--- config.mk ---
export PLATFORM = sky130hd
export DESIGN_NAME = penc_rr_reg
export DESIGN_NICKNAME = d
export VERILOG_FILES = /design/src/rtl/penc_pkg.sv /design/src/rtl/penc_hi.sv /design/src/rtl/penc_rr_reg.sv
export SDC_FILE = /design/constraint.sdc
export NUM_CORES = 1
export LEC_CHECK = 0
export ABC_CLOCK_PERIOD_IN_PS = 1500
export CORE_MARGIN = 4
export CORE_UTILIZATION = 35
export CTS_CLUSTER_SIZE = 20
export DETAILED_ROUTE_END_ITERATION = 12
export PLACE_DENSITY = 0.74
export SLEW_MARGIN = 20
export SYNTH_ARGS = -nofsm -noshare
export SYNTH_HDL_FRONTEND = slang
export SYNTH_SLANG_ARGS = --single-unit
--- constraint.sdc ---
create_clock -name clk -period 1.5 [get_ports clk]
set_clock_uncertainty 0.05 [all_clocks]
set_input_delay 0.225 -clock clk [delete_from_list [all_inputs] [get_ports clk]]
set_output_delay 0.225 -clock clk [all_outputs]
set_load 0.005 [all_outputs]
--- src/rtl/penc_pkg.sv ---
// Shared constants and helpers for the registered priority encoder family.
package penc_pkg;

    localparam logic MODE_FIXED = 1'b0;
    localparam logic MODE_RR    = 1'b1;

    // Decrement with wrap from 0 to n-1, so a pointer never leaves 0..n-1.
    function automatic int wrap_dec(input int idx, input int n);
        return (idx == 0) ? n - 1 : idx - 1;
    endfunction

endpackage

--- src/rtl/penc_hi.sv ---
// Combinational highest-set-bit encoder: index of the top set bit plus an any-set flag.
module penc_hi #(
    parameter  int N = 8,
    localparam int W = $clog2(N)
) (
    input  logic [N-1:0] vec,
    output logic [W-1:0] idx,
    output logic         any
);

    always_comb begin
        // NOTE: defaults before the loop keep every path assigned, so no latch is inferred.
        idx = '0;
        any = 1'b0;
        // Ascending scan: the last hit, i.e. the highest set bit, wins.
        for (int i = 0; i < N; i++) begin
            if (vec[i]) begin
                idx = W'(i);
                any = 1'b1;
            end
        end
    end

endmodule

--- src/rtl/penc_rr_reg.sv ---
// Registered N-input priority encoder, fixed or round-robin, with a valid/ready output.
module penc_rr_reg
    import penc_pkg::*;
#(
    parameter  int N = 8,
    localparam int W = $clog2(N)
) (
    input  logic         clk,
    input  logic         rst,
    input  logic [N-1:0] req,
    input  logic         mode,
    output logic [W-1:0] out_idx,
    output logic         out_valid,
    input  logic         out_ready
);

    logic [W-1:0] ptr;
    logic [N-1:0] mask;
    logic [N-1:0] masked;
    logic [W-1:0] m_idx;
    logic [W-1:0] r_idx;
    logic [W-1:0] winner;
    logic         m_any;
    logic         r_any;
    logic         load;
    logic         accept;

    // Sources at or below ptr get first look; the rest are reached by wrapping.
    always_comb begin
        mask = '0;
        for (int i = 0; i < N; i++) begin
            mask[i] = (i <= int'(ptr));
        end
    end

    assign masked = req & mask;

    penc_hi #(.N(N)) u_hi_masked (
        .vec (masked),
        .idx (m_idx),
        .any (m_any)
    );

    penc_hi #(.N(N)) u_hi_req (
        .vec (req),
        .idx (r_idx),
        .any (r_any)
    );

    assign winner = (mode == MODE_RR && m_any) ? m_idx : r_idx;
    assign load   = !out_valid || out_ready;
    assign accept = out_valid && out_ready;

    // NOTE: all state here uses non-blocking assignments so every register sees pre-edge values.
    always_ff @(posedge clk) begin
        if (rst) begin
            out_valid <= 1'b0;
            out_idx   <= '0;
            ptr       <= W'(N - 1);
        end else begin
            // Just-served source drops to lowest priority; ptr is frozen in fixed mode.
            if (accept && mode == MODE_RR) begin
                ptr <= W'(wrap_dec(int'(out_idx), N));
            end
            if (load) begin
                if (r_any) begin
                    out_idx   <= winner;
                    out_valid <= 1'b1;
                end else begin
                    out_valid <= 1'b0;
                end
            end
        end
    end

endmodule

### Word-level counts from Yosys, hierarchy flattened

Cells that the tools add are included.

* $add $sub $neg: 1
* muxes and demuxes: 33
* bitwise logic cells: 1
* shifts and indexed selects: 0
* divide/modulo/power cells: 0
* equal/unequal tests: 0
* reductions and logical operators: 7
* $lt $le $gt $ge: 7
* multiply operators: 0

Operators by type and width (count)
* $mux W3: 10
* $mux W1: 19
* $le A3 B3 Y1 const A: 4
* $and A8 B8 Y8: 1
* $mux W2: 4
* $le A2 B3 Y1 const A: 2
* $le A1 B3 Y1 const A: 1
* $logic_and A1 B1 Y1: 3
* $logic_not A3 Y1: 1
* $sub A3 B1 Y3 const B: 1
* $reduce_and A2 Y1: 1
* $logic_not A1 Y1: 1
* $logic_or A1 B1 Y1: 1

* bits in read-only memories: 0
* logic and storage cells: 52
* bits of input ports: 12
* output and inout bits: 4
* memories kept: 0
* memory bits (writable): 0
* bits in latches: 0
* register bits: 7

### Depth between registers and ports, before layout

* depth in word-level cells: 12
* mapped depth: 6
* gate-level depth less buffers: 5

### Modules after synthesis

Synthesis repeated with hierarchy kept, for this count alone.

* cells, all modules: 65
* area total of the unflattened synthesis: 496.7 sq um

Modules (own cells, without submodules)
* penc_rr_reg: area an instance 381.6 sq um, times used 1, seq. area each 140.1 sq um, cells each 41
* penc_hi: area an instance 57.6 sq um, times used 2, seq. area each 0.0 sq um, cells each 12

### Least setup slack after synthesis

No wires, ideal clock.

* path kind: input to register
* from: in req[4]
* to: reg out_idx[0]
* stages on the path: 5
* arrival time: 1.244 ns
* data required time: 1.317 ns
* path buffers: 0
* slack: 0.074 ns
* setup time: 0.133 ns
* path through: or4_4 -> o21ai_4 -> nor2_2 -> o211ai_1 -> o211ai_1

* word-level cells in the longest chain between the ends: 7
* elaborated cells between the ends (all ways): 20
* classes of those cells: mux: 17; bitwise: 1; reduce/logical: 2

Ends and longest elaborated chain
* start: declaration: RTL line penc_rr_reg.sv:10 `input logic [N-1:0] req,`
* $and A8 B8 Y8: RTL line penc_rr_reg.sv:36 `assign masked = req & mask;`
* $mux W1 (4 in a row): RTL line penc_hi.sv:17 `if (vec[i]) begin`
* $logic_and A1 B1 Y1: RTL line penc_rr_reg.sv:50 `assign winner = (mode == MODE_RR && m_any) ? m_idx : r_idx;`
* $mux W3: RTL line penc_rr_reg.sv:50
* end signal: assignment: RTL line penc_rr_reg.sv:67 `out_idx <= winner;`
* end: declaration: RTL line penc_rr_reg.sv:12 `output logic [W-1:0] out_idx,`

Parallel ways exist; a longest one is shown, timed or not.
A chain may end at the register's enable or synchronous reset.

### Worst setup path after layout

* from: in req[5]
* to: reg out_idx[1]

* word-level cells in the longest chain between the ends: 6
* elaborated cells between the ends (all ways): 16
* classes of those cells: mux: 13; bitwise: 1; reduce/logical: 2

Ends and longest elaborated chain (RTL line)
* $and A8 B8 Y8: penc_rr_reg.sv:36
* $mux W1 (3 in a row): penc_hi.sv:17
* $logic_and A1 B1 Y1: penc_rr_reg.sv:50
* $mux W3: penc_rr_reg.sv:50

Parallel ways exist; a longest one is shown, timed or not.

==> key figures <==
Detailed routing
  • Via count: 705
  • Router iterations before antenna repair: 5
  • Total wire length: 1.69 mm
  • Via density per instance: 5.30
  • Remaining routing DRC violations: 0
  • Routed metal-1 wire length: 752 um
  • DRC violation total after the first TritonRoute iteration: 3
  • Top metal layer carrying routed signals: met3
  • Met2 routed WL: 876 um
  • Final ANT Viol Nets: 0
  • Met3 wirelength from detailed routing: 65 um
  • Wirelength per Cell: 12.7 um

Placement
  • Number of input and output port buffers inserted: 15
  • Area post-placement: 888 um2
  • Final weighted congestion in routability-driven placement: 0.843
  • DPL Wire Length: 1.35 mm

Timing
  • Final critical path time including I/O delays and setup: 1.45 ns
  • Final setup violation count: 0
  • Worst-margin pin slew: 0.328 ns
  • Number of hold violations in the final report: 0
  • Achievable Freq: 0.689 GHz
  • Final worst hold slack: 0.433 ns
  • Remaining max-slew budget at the tightest pin: 78.1%
  • Post-route fraction of the period consumed by the critical path: 96.7%
  • Final Max Tran Viols: 0
  • Final sum of negative setup slack: 0 ns
  • Setup repair after global routing missed its margin: yes

Synth
  • Post-synth net total: 92
  • Mux contribution to synthesized area: 0%
  • Synth Area in XOR/XNOR: 0%
  • Synthesized netlist cell count: 78
  • Warnings from Yosys: 0
  • Number of enable-type register cells in the synthesized netlist: 0
  • Post-synth top area cell: sky130_fd_sc_hd__dfxtp_1
  • Combinational family with the most area after synthesis: compound AO/OA/AOI/OAI gates
  • Area share of the leading cell type in the synthesized netlist: 23.8%
  • Dominant synthesized flop cell: sky130_fd_sc_hd__dfxtp_1
  • Syn_area_per_cell: 7.56 um2
  • Synthesized-area fraction occupied by and/or/nand/nor cells: 24.8%
  • Combined area of all synthesized cells: 589 um2
  • Adder-cell share of the synthesized area: 4.25%
  • Register area share after synthesis: 23.8%
  • Share of the synthesized area in compound gates (AO/OA/AOI/OAI): 39.7%
  • #FFs+latches synth: 7
  • Share of async-settable or async-resettable flops after synthesis: 0%
  • Synth cell types: 28
  • Top cells by area in the synthesized netlist: sky130_fd_sc_hd__dfxtp_1, sky130_fd_sc_hd__o211ai_1, sky130_fd_sc_hd__nor2_1, sky130_fd_sc_hd__a211o_1, sky130_fd_sc_hd__a21oi_1
  • Post-synth top cells: sky130_fd_sc_hd__dfxtp_1, sky130_fd_sc_hd__nor2_1, sky130_fd_sc_hd__inv_1, sky130_fd_sc_hd__nand2_1

Power
  • Static Leak: 0.000435 uW
  • Logic pwr share: 35.1%
  • Internal Dissipation: 419 uW
  • Flop pwr share: 35.9%
  • Net Switching: 177 uW
  • Part of the total power dissipated in the clock network: 29.0%
  • Total power divided by cell area: 619 mW/mm2
  • Peak ir drop on the vdd network: 0.246 mV
  • Switching part of the total power: 29.7%

GRT
  • GRT Overall Usage: 14.5%
  • Largest net degree at the start of global routing: 11
  • Congestion Overflow GR: 0
  • Global-route wire length before repair: 2.86 mm
  • Via count of the first global-routing pass: 663
  • Initial antenna violation count: 0

Setup path
  • Critical path buffer and inverter count: 2
  • Start point of the critical path: req[5]
  • Largest incremental delay on the critical path: 0.54 ns
  • Capturing element type of the critical path: register
  • Top delay family on crit path: simple AND/OR/NAND/NOR gates
  • Worst EP arrival: 1.53 ns
  • Critical path type: in2reg
  • Cells traversed along the worst timing path: dlygate4sd2_1 > or4_4 > o21ai_4 > buf_4 > a211o_1 > a21oi_1
  • Startpoint of the most critical register-to-register path: ptr[0]
  • Max stage delay cell, worst path: sky130_fd_sc_hd__or4_4
  • Maximum fanout along the worst path: 4
  • CP Launch Type: primary input
  • Worst path required time: 1.58 ns

Cells and area
  • Combined flip-flop and latch cell area: 149 um2
  • Signed area change from the synthesized netlist to the final layout: 63.3%
  • NumNets Final: 132
  • Area taken by multi-input logic gates: 427 um2
  • Total inserted antenna cells: 0
  • Final Instance Area: 962 um2
  • Share of final-layout standard cells stronger than drive strength 1: 31.6%
  • Fill cells: 149

Min path
  • Start point of the worst hold path: out_idx[1]
  • Worst hold-check path type: reg2reg

Clock network
  • Clock input transition at the sequential cells of the worst setup and hold paths: 0.05 ns
  • TritonCTS clock tree: done
  • Number of buffers inserted during clock tree synthesis: 3
  • Worst-Skew Late Latency: 0.25 ns
  • Clock net sink count: 7
  • Clock root cell: sky130_fd_sc_hd__clkbuf_4
  • Buffer depth of the longest clock path: 2
  • H-tree Lvls: 1
  • Number of buffers added to fix hold violations after cts: 0

Outcome
  • Outcome: complete, no violations

Floorplan
  • Cell Rows: 14
  • Initial Utilization: 38.2%
  • Placeable core area: 0.00154 mm2
  • Top-level port count: 16
  • Floorplan die height: 49.0 um
  • X dimension of the die: 49.0 um
  • Die outline area: 0.00240 mm2

Flow run
  • Max Cap Violations: 0
## flip-flops by register name, summed over array words and instances (netlist names)
signal     count
out_idx        3
out_valid      1
ptr            3
## logic make-up after synthesis
kind of cell,after synthesis
buf+inv,9
fa+ha+maj,2
simple gates,28
compound gates,32
flops,7
## worst reg2reg max path, cell delays in order (launching register included)
cell	delay (ns)
sky130_fd_sc_hd__dfxtp_4	0.36
sky130_fd_sc_hd__o211ai_1	0.22
sky130_fd_sc_hd__o211ai_1	0.17
sky130_fd_sc_hd__buf_4	0.18
sky130_fd_sc_hd__a221oi_4	0.27
sky130_fd_sc_hd__a211oi_2	0.05
## final cells by class
type | instances | area share, %
flip-flops and latches | 7 | 15.5
inverters | 6 | 2.34
repair buffers | 38 | 33.0
multi-input cells | 62 | 44.3
clock buffers | 4 | 2.73
well taps | 16 | 2.08
## layout by cell type (no fill, tap or decap), types with 3 or more instances in the layout
cell,n
sky130_fd_sc_hd__o211ai_1,5
sky130_fd_sc_hd__o21ai_0,4
sky130_fd_sc_hd__buf_4,22
sky130_fd_sc_hd__a211o_1,3
sky130_fd_sc_hd__dfxtp_1,4
sky130_fd_sc_hd__nor3_1,4
sky130_fd_sc_hd__inv_1,6
sky130_fd_sc_hd__a21oi_1,5
sky130_fd_sc_hd__clkbuf_4,3
sky130_fd_sc_hd__clkdlybuf4s50_1,7
sky130_fd_sc_hd__o21a_1,3
sky130_fd_sc_hd__nand2_1,6
sky130_fd_sc_hd__a31oi_1,3
sky130_fd_sc_hd__dlygate4sd2_1,7
sky130_fd_sc_hd__nand3_1,3
sky130_fd_sc_hd__nor2_1,7
## layer usage
layer / vias to the layer above / track usage (%)
li1: 372 / -
met1: 317 / 17.2
met2: 16 / 25.7
met4: 0 / 5.38
met3: 0 / 2.45
met5: - / 0
## power groups by stage
stage / Combinational (uW) / Sequential, uW / Clock [uW]
after floorplan: 94.1 / 213 / 0
after global placement: 201 / 219 / 0
after detailed placement: 205 / 220 / 0
after CTS: 200 / 216 / 178
after global routing: 235 / 216 / 191
final: 209 / 214 / 173
## path summary, 6_finish.rpt
path,endpoint,cells after the start,slack (ns)
setup / recovery,out_idx[1],6,0.05
hold / removal,out_idx[1],2,0.43
setup reg to reg,out_idx[2],5,0.08
hold reg to reg,out_idx[1],2,0.43
## metrics by stage
stage / setup slack (ns) / power [uW] / utilization (%) / cells
global route: -0.0658 / 641 / 62.4 / 133
floorplan: 0.0738 / 307 / - / 78
finish: 0.0496 / 595 / 62.4 / 133
global placement: -0.352 / 420 / 57.6 / 126
CTS: 0.00266 / 595 / 59.6 / 131
detailed placement: -0.408 / 425 / 57.6 / 126
## what timing repair did
item	4_1_cts	5_1_grt
endpoints found under the setup margin	3	3
resized for setup	12	7
buffers inserted	1	2
pin swaps	6	5
(Power assumes the default switching activity.)
